--- config.mk ---
export PLATFORM = sky130hd
export DESIGN_NAME = led_driver_sequencer_flat
export DESIGN_NICKNAME = d
export VERILOG_FILES = /design/src/rtl/led_driver_sequencer_if.sv /design/src/rtl/led_driver_sequencer.sv /design/src/flat_wrapper.sv
export SDC_FILE = /design/constraint.sdc
export NUM_CORES = 1
export LEC_CHECK = 0
export ABC_AREA = 1
export CORE_MARGIN = 2
export CORE_UTILIZATION = 45
export DETAILED_ROUTE_END_ITERATION = 16
export PLACE_DENSITY = 0.72
export SETUP_SLACK_MARGIN = 0.05
export SLEW_MARGIN = 20
export SYNTH_ARGS = -nofsm -noshare
export SYNTH_HDL_FRONTEND = slang
export SYNTH_SLANG_ARGS = --single-unit
--- constraint.sdc ---
create_clock -name clk -period 3.5 [get_ports clk]
set_input_delay 0.7 -clock clk [delete_from_list [all_inputs] [get_ports clk]]
set_output_delay 0.7 -clock clk [all_outputs]
set_load 0.05 [all_outputs]
--- src/rtl/led_driver_sequencer_if.sv ---
// Bit-serial column data handshake between the frame source and the LED sequencer.
interface led_driver_sequencer_if;
  logic bit_valid;
  logic bit_data;
  logic bit_ready;

  modport master (output bit_valid, output bit_data, input bit_ready);
  modport slave  (input bit_valid, input bit_data, output bit_ready);
endinterface

--- src/rtl/led_driver_sequencer.sv ---
// Sequencer for one daisy-chained grayscale LED driver string: gated SCLK/SIN shifting,
// counted GCLK grayscale periods, and BLANK/XLAT period closing.
module led_driver_sequencer #(
  parameter int SCLK_FACTOR  = 8,
  parameter int GCLK_FACTOR  = 4,
  parameter int GS_STEPS     = 4096,
  parameter int SHIFT_BITS   = 192,
  parameter int BLANK_CYCLES = 4
) (
  input  logic                    clk,
  input  logic                    rst,
  led_driver_sequencer_if.slave   bus,
  output logic                    SCLK,
  output logic                    SIN,
  output logic                    GCLK,
  output logic                    BLANK,
  output logic                    XLAT,
  output logic                    frame_done,
  output logic                    underrun
);
  localparam int HS = SCLK_FACTOR / 2;
  localparam int HG = GCLK_FACTOR / 2;
  localparam int PW = $clog2(SCLK_FACTOR);
  localparam int HW = $clog2(GCLK_FACTOR);
  localparam int EW = $clog2(GS_STEPS + 1);
  localparam int CW = $clog2(SHIFT_BITS + 1);
  localparam int BW = $clog2(BLANK_CYCLES);

  localparam logic [PW-1:0] PH_RISE   = PW'(HS - 1);
  localparam logic [PW-1:0] PH_LAST   = PW'(SCLK_FACTOR - 1);
  localparam logic [HW-1:0] HC_LAST   = HW'(HG - 1);
  localparam logic [EW-1:0] EDGE_LAST = EW'(GS_STEPS);
  localparam logic [CW-1:0] BITS_LAST = CW'(SHIFT_BITS);
  localparam logic [BW-1:0] BC_LAST   = BW'(BLANK_CYCLES - 1);

  typedef enum logic {GS_RUN, GS_BLANK} gs_state_t;
  typedef enum logic {SH_SHIFT, SH_LOADED} sh_state_t;

  gs_state_t       gs_state_r, gs_next_s;
  sh_state_t       sh_state_r, sh_next_s;
  logic [HW-1:0]   hcnt_r, hcnt_next_s;
  logic [EW-1:0]   edges_r, edges_next_s;
  logic [BW-1:0]   bcnt_r, bcnt_next_s;
  logic [PW-1:0]   ph_r, ph_next_s;
  logic [CW-1:0]   bits_r, bits_next_s;
  logic            sclk_r, sclk_next_s, sin_r, sin_next_s, ready_r, ready_next_s;
  logic            gclk_r, gclk_next_s, blank_r, blank_next_s, xlat_r, xlat_next_s;
  logic            done_r, done_next_s, under_r, under_next_s;

  // Shift FSM: one bit per SCLK period, ph_r == 0 means idle/waiting for a transfer.
  always_comb begin
    sh_next_s    = sh_state_r;
    ph_next_s    = ph_r;
    bits_next_s  = bits_r;
    sin_next_s   = sin_r;
    sclk_next_s  = sclk_r;
    ready_next_s = ready_r;
    case (sh_state_r)
      SH_SHIFT: begin
        if (ph_r == '0) begin
          if (ready_r && bus.bit_valid) begin
            ready_next_s = 1'b0;
            sin_next_s   = bus.bit_data;
            ph_next_s    = PW'(1);
            bits_next_s  = bits_r + CW'(1);
          end else begin
            ready_next_s = 1'b1;
          end
        end else if (ph_r == PH_LAST) begin
          ph_next_s   = '0;
          sclk_next_s = 1'b0;
          if (bits_r == BITS_LAST) begin
            sh_next_s    = SH_LOADED;
            ready_next_s = 1'b0;
          end else begin
            ready_next_s = 1'b1;
          end
        end else begin
          ph_next_s = ph_r + PW'(1);
          if (ph_r == PH_RISE) begin
            sclk_next_s = 1'b1;
          end else begin
            sclk_next_s = sclk_r;
          end
        end
      end
      SH_LOADED: begin
        sclk_next_s = 1'b0;
        ph_next_s   = '0;
        if (xlat_r) begin
          sh_next_s    = SH_SHIFT;
          bits_next_s  = '0;
          ready_next_s = 1'b1;
        end else begin
          ready_next_s = 1'b0;
        end
      end
      default: begin
        sh_next_s    = SH_SHIFT;
        ph_next_s    = '0;
        bits_next_s  = '0;
        sclk_next_s  = 1'b0;
        ready_next_s = 1'b0;
      end
    endcase
  end

  // Grayscale FSM: counted GCLK edges during RUN, fixed-length BLANK window with latch slot.
  always_comb begin
    gs_next_s    = gs_state_r;
    hcnt_next_s  = hcnt_r;
    edges_next_s = edges_r;
    bcnt_next_s  = bcnt_r;
    gclk_next_s  = gclk_r;
    blank_next_s = blank_r;
    xlat_next_s  = 1'b0;
    done_next_s  = 1'b0;
    under_next_s = 1'b0;
    case (gs_state_r)
      GS_RUN: begin
        if (hcnt_r == HC_LAST) begin
          hcnt_next_s = '0;
          if (!gclk_r) begin
            gclk_next_s  = 1'b1;
            edges_next_s = edges_r + EW'(1);
          end else if (edges_r == EDGE_LAST) begin
            gs_next_s    = GS_BLANK;
            bcnt_next_s  = '0;
            gclk_next_s  = 1'b0;
            blank_next_s = 1'b1;
            done_next_s  = 1'b1;
            // Same shift state that decides XLAT at index 1, so the two never disagree.
            under_next_s = (sh_next_s != SH_LOADED);
          end else begin
            gclk_next_s = 1'b0;
          end
        end else begin
          hcnt_next_s = hcnt_r + HW'(1);
        end
      end
      GS_BLANK: begin
        gclk_next_s = 1'b0;
        if ((bcnt_r == '0) && (sh_state_r == SH_LOADED)) begin
          xlat_next_s = 1'b1;
        end else begin
          xlat_next_s = 1'b0;
        end
        if (bcnt_r == BC_LAST) begin
          gs_next_s    = GS_RUN;
          bcnt_next_s  = '0;
          hcnt_next_s  = '0;
          edges_next_s = '0;
          blank_next_s = 1'b0;
        end else begin
          bcnt_next_s = bcnt_r + BW'(1);
        end
      end
      default: begin
        gs_next_s    = GS_BLANK;
        bcnt_next_s  = '0;
        gclk_next_s  = 1'b0;
        blank_next_s = 1'b1;
      end
    endcase
  end

  // State and registered pin outputs; reset aborts any partial shift or grayscale period.
  always_ff @(posedge clk) begin
    if (rst) begin
      gs_state_r <= GS_BLANK;
      sh_state_r <= SH_SHIFT;
      hcnt_r     <= '0;
      edges_r    <= '0;
      bcnt_r     <= '0;
      ph_r       <= '0;
      bits_r     <= '0;
      sclk_r     <= 1'b0;
      sin_r      <= 1'b0;
      ready_r    <= 1'b0;
      gclk_r     <= 1'b0;
      blank_r    <= 1'b1;
      xlat_r     <= 1'b0;
      done_r     <= 1'b0;
      under_r    <= 1'b0;
    end else begin
      gs_state_r <= gs_next_s;
      sh_state_r <= sh_next_s;
      hcnt_r     <= hcnt_next_s;
      edges_r    <= edges_next_s;
      bcnt_r     <= bcnt_next_s;
      ph_r       <= ph_next_s;
      bits_r     <= bits_next_s;
      sclk_r     <= sclk_next_s;
      sin_r      <= sin_next_s;
      ready_r    <= ready_next_s;
      gclk_r     <= gclk_next_s;
      blank_r    <= blank_next_s;
      xlat_r     <= xlat_next_s;
      done_r     <= done_next_s;
      under_r    <= under_next_s;
    end
  end

  assign bus.bit_ready = ready_r;
  assign SCLK          = sclk_r;
  assign SIN           = sin_r;
  assign GCLK          = gclk_r;
  assign BLANK         = blank_r;
  assign XLAT          = xlat_r;
  assign frame_done    = done_r;
  assign underrun      = under_r;
endmodule

--- src/flat_wrapper.sv ---
// flat-port wrapper written by rule: the top's interface ports become plain ports
module led_driver_sequencer_flat 
#(
  parameter int SCLK_FACTOR  = 8,
  parameter int GCLK_FACTOR  = 4,
  parameter int GS_STEPS     = 4096,
  parameter int SHIFT_BITS   = 192,
  parameter int BLANK_CYCLES = 4
)
  (clk, rst, SCLK, SIN, GCLK, BLANK, XLAT, frame_done, underrun, bus_bit_valid, bus_bit_data, bus_bit_ready);
  led_driver_sequencer_if bus_i ();
  input  logic clk;
  input  logic rst;
  output logic SCLK;
  output logic SIN;
  output logic GCLK;
  output logic BLANK;
  output logic XLAT;
  output logic frame_done;
  output logic underrun;
  input wire logic [$bits(bus_i.bit_valid)-1:0] bus_bit_valid;
  input wire logic [$bits(bus_i.bit_data)-1:0] bus_bit_data;
  output wire logic [$bits(bus_i.bit_ready)-1:0] bus_bit_ready;
  assign bus_i.bit_valid = bus_bit_valid;
  assign bus_i.bit_data = bus_bit_data;
  assign bus_bit_ready = bus_i.bit_ready;
  led_driver_sequencer #(.SCLK_FACTOR(SCLK_FACTOR), .GCLK_FACTOR(GCLK_FACTOR), .GS_STEPS(GS_STEPS), .SHIFT_BITS(SHIFT_BITS), .BLANK_CYCLES(BLANK_CYCLES)) u_core (.clk(clk), .rst(rst), .bus(bus_i), .SCLK(SCLK), .SIN(SIN), .GCLK(GCLK), .BLANK(BLANK), .XLAT(XLAT), .frame_done(frame_done), .underrun(underrun));
endmodule
==> out/qor.csv <==
metric;value;unit
cp-end-kind;primary output;
timing.rr.end;u_core.bits_r[7];
final_net_count;304;
synth-simple-area-share;36.1;%
drive_gt1_share;5.50;%
final_util;53.6;%
synth_compound_area_share;8.72;%
cts_buffers;5;
grt_max_degree;23;
antenna_found_initial;0;
design.core.area;4060;µm²
cts.sink_count;38;
worstMarginPinSlew;0.512;ns
ant_nets;0;
peakVddDrop;0.000382;V
max_stage_delay;0.82;ns
synth-xor-area-share;0;%
finalSetupViolCount;0;
grt_overflow;0;
ys_ff_latch;38;
p_leak;0.925;nW
power.share.clock;33.0;%
yosysTopAreaCell;dfxtp_1;
syn_nets;290;
first_pass_iters;5;
die_h;69.4;µm
hpwl;2710;µm
num_antenna_cells;0;
slew_viol_final;0;
swShare;31.1;%
yosys-top-cells-area;dfxtp_1, nand2_1, nor2_1;
clock_latency;0.29;ns
vias;1692;
power_frac_seq;44.3;%
max_freq;0.454;GHz
post-place-ws;1.04;ns
grt_pass1_wl;6510;µm
p_comb_share;22.8;%
io_pins;12;
cts-root-buf;clkbuf_8;
rsz0062_at_grt;no;
wl;3650;µm
period_needed;2.20;ns
layout_commonest_cell;nand2_1;
cts_setup_buffers;0;
power.internal;0.762;mW
post_drt_wl_per_cell;10.7;µm
hold_viol_final;0;
area_delta_synth_final;13.1;%
rrSetupSlack;2.03;ns
fin_skew;0.00721;ns
p_per_area;509;nW/µm²
synthCells;276;
hp-class;flop to flop;
hold_depth;2;
ys_seq_area_share;39.6;%
drc;0;
cp_top_family;buffers and inverters;
vias_per_cell;4.96;
portBuffers;11;
setup-tns-final;0;ns
fin_crit_sh;62.9;%
path_clk_slew;0.07;ns
die-width;69.4;µm
outcome;complete, no violations;
critical_path_class;flop to primary output;
netSwitchingPower;0.344;mW
gp_congestion;0.870;
grt_pass1_vias;1526;
cp_slowest_cell;clkdlybuf4s50_1;
rows;23;
ys_types;27;
initial_core_util;47.4;%
htreeDepth;2;
cts_hold_buffers;0;
synth_adder_area_share;6.51;%
whs_endpoint;u_core.bits_r[6];
synth_top_family_by_area;simple AND/OR/NAND/NOR gates;
muxShareOfSynthArea;0;%
slew_headroom;65.8;%
rr_worst_depth;10;
synth_area;1920;µm²
drtIter0Drc;89;
yosysTopAreaCellShare;39.6;%
startpoint_type;flop;
holdCritStartpoint;u_core.bits_r[6];
r2r-start;u_core.ph_r[0];
postSynthAreaPerCell;6.96;µm²
worst_ep_required_time;2.80;ns
yosys_warnings;0;
clockBufferDepth;2;
crit_chain;clkdlybuf4s50_1;
cp.arrival;1.50;ns
cts_tree;done;
cp.buffers_inverters;1;
crit_fanout;4;
die-area;4810;µm²
maxCapViolCount;0;
post_cts_resize_count;0;
final_cell_mix;nand2_1, nor2_1, inv_1, dfxtp_1, nand3_1;
grt_util_all_layers;16.6;%
finalWorstSetupSlack;1.30;ns
-- per-stage QoR --
stage	area [µm²]	power (mW)	hold slack [ns]	instances
after floorplan	1920	0.693	0.440	276
after CTS	2170	1.12	0.480	341
after global placement	2070	0.749	0.457	333
after detailed placement	2070	0.750	0.468	333
after global routing	2170	1.17	0.502	341
final	2170	1.11	0.477	341
-- kinds of logic (layout without fill, tap and decap cells) --
logic type      count (synthesis)  after routing
buf+inv                        43             58
simple gates                  153            153
fa+ha+maj                      10             10
flops                          38             38
compound gates                 32             32
-- area by class of cell --
class	count	area, µm²
tap	50	62.6
clock buffer	7	76.3
sequential	38	761
clock inverter	1	30.0
multi-input combinational	195	987
fill	378	1880
inverter	39	146
timing repair buffer	11	110
-- how the worst max path moves through the flow --
stage                  startpoint               end  slack (ns)  cells after the start
finish                u_core.GCLK              GCLK        1.30                      1
global route                  rst  u_core.hcnt_r[0]        1.18                      6
CTS                   u_core.GCLK              GCLK        1.28                      1
detailed placement            rst  u_core.hcnt_r[0]        1.04                      6
global placement              rst  u_core.hcnt_r[0]        1.11                      6
floorplan           bus_bit_valid  u_core.bits_r[5]        2.08                      9
-- registers in the layout, summed over array words and instances, names as in the netlist --
signal,count
u_core.edges_r,13
u_core.bits_r,8
u_core.ph_r,3
u_core.bcnt_r,2
u_core.hcnt_r,2
u_core.BLANK,1
u_core.GCLK,1
u_core.SCLK,1
u_core.SIN,1
u_core.XLAT,1
u_core.bus.bit_ready,1
u_core.frame_done,1
u_core.gs_state_r,1
u_core.sh_state_r,1
u_core.underrun,1
-- layer usage --
layer / wire length [µm] / vias to the layer above / share of wire, % / global-route usage [%]
met5: 0 / - / 0 / 0
met4: 83 / 0 / 2.3 / 9.15
met3: 115 / 7 / 3.2 / 3.49
met2: 1720 / 24 / 47 / 28.0
met1: 1730 / 746 / 47 / 19.6
li1: - / 915 / - / -
-- power groups by stage --
stage | clock, mW | sequential [mW] | combinational, mW
2_1_floorplan | 0 | 0.529 | 0.164
3_3_place_gp | 0 | 0.499 | 0.251
3_5_place_dp | 0 | 0.499 | 0.252
4_1_cts | 0.375 | 0.489 | 0.253
5_1_grt | 0.390 | 0.493 | 0.288
6_report | 0.365 | 0.489 | 0.252
-- cells in the mapped netlist --
cell type   n
nand2_4     1
o211ai_1    1
nor3_4      1
inv_1      39
nand4_1     6
nand3b_1    2
nor2_2      1
nor3_2      3
o21ai_1     2
nand3_1    26
ha_1       10
a211oi_1    1
clkbuf_1    1
nor2_1     46
buf_6       1
a22oi_1     1
nor4_1      1
dfxtp_1    38
or2_1       1
a21oi_1    21
nand2_1    55
buf_4       1
buf_2       1
nor3_1      5
nor2b_1     1
o21ai_0     6
nand2_2     4
No activity file was read; power rests on OpenSTA's default activity.
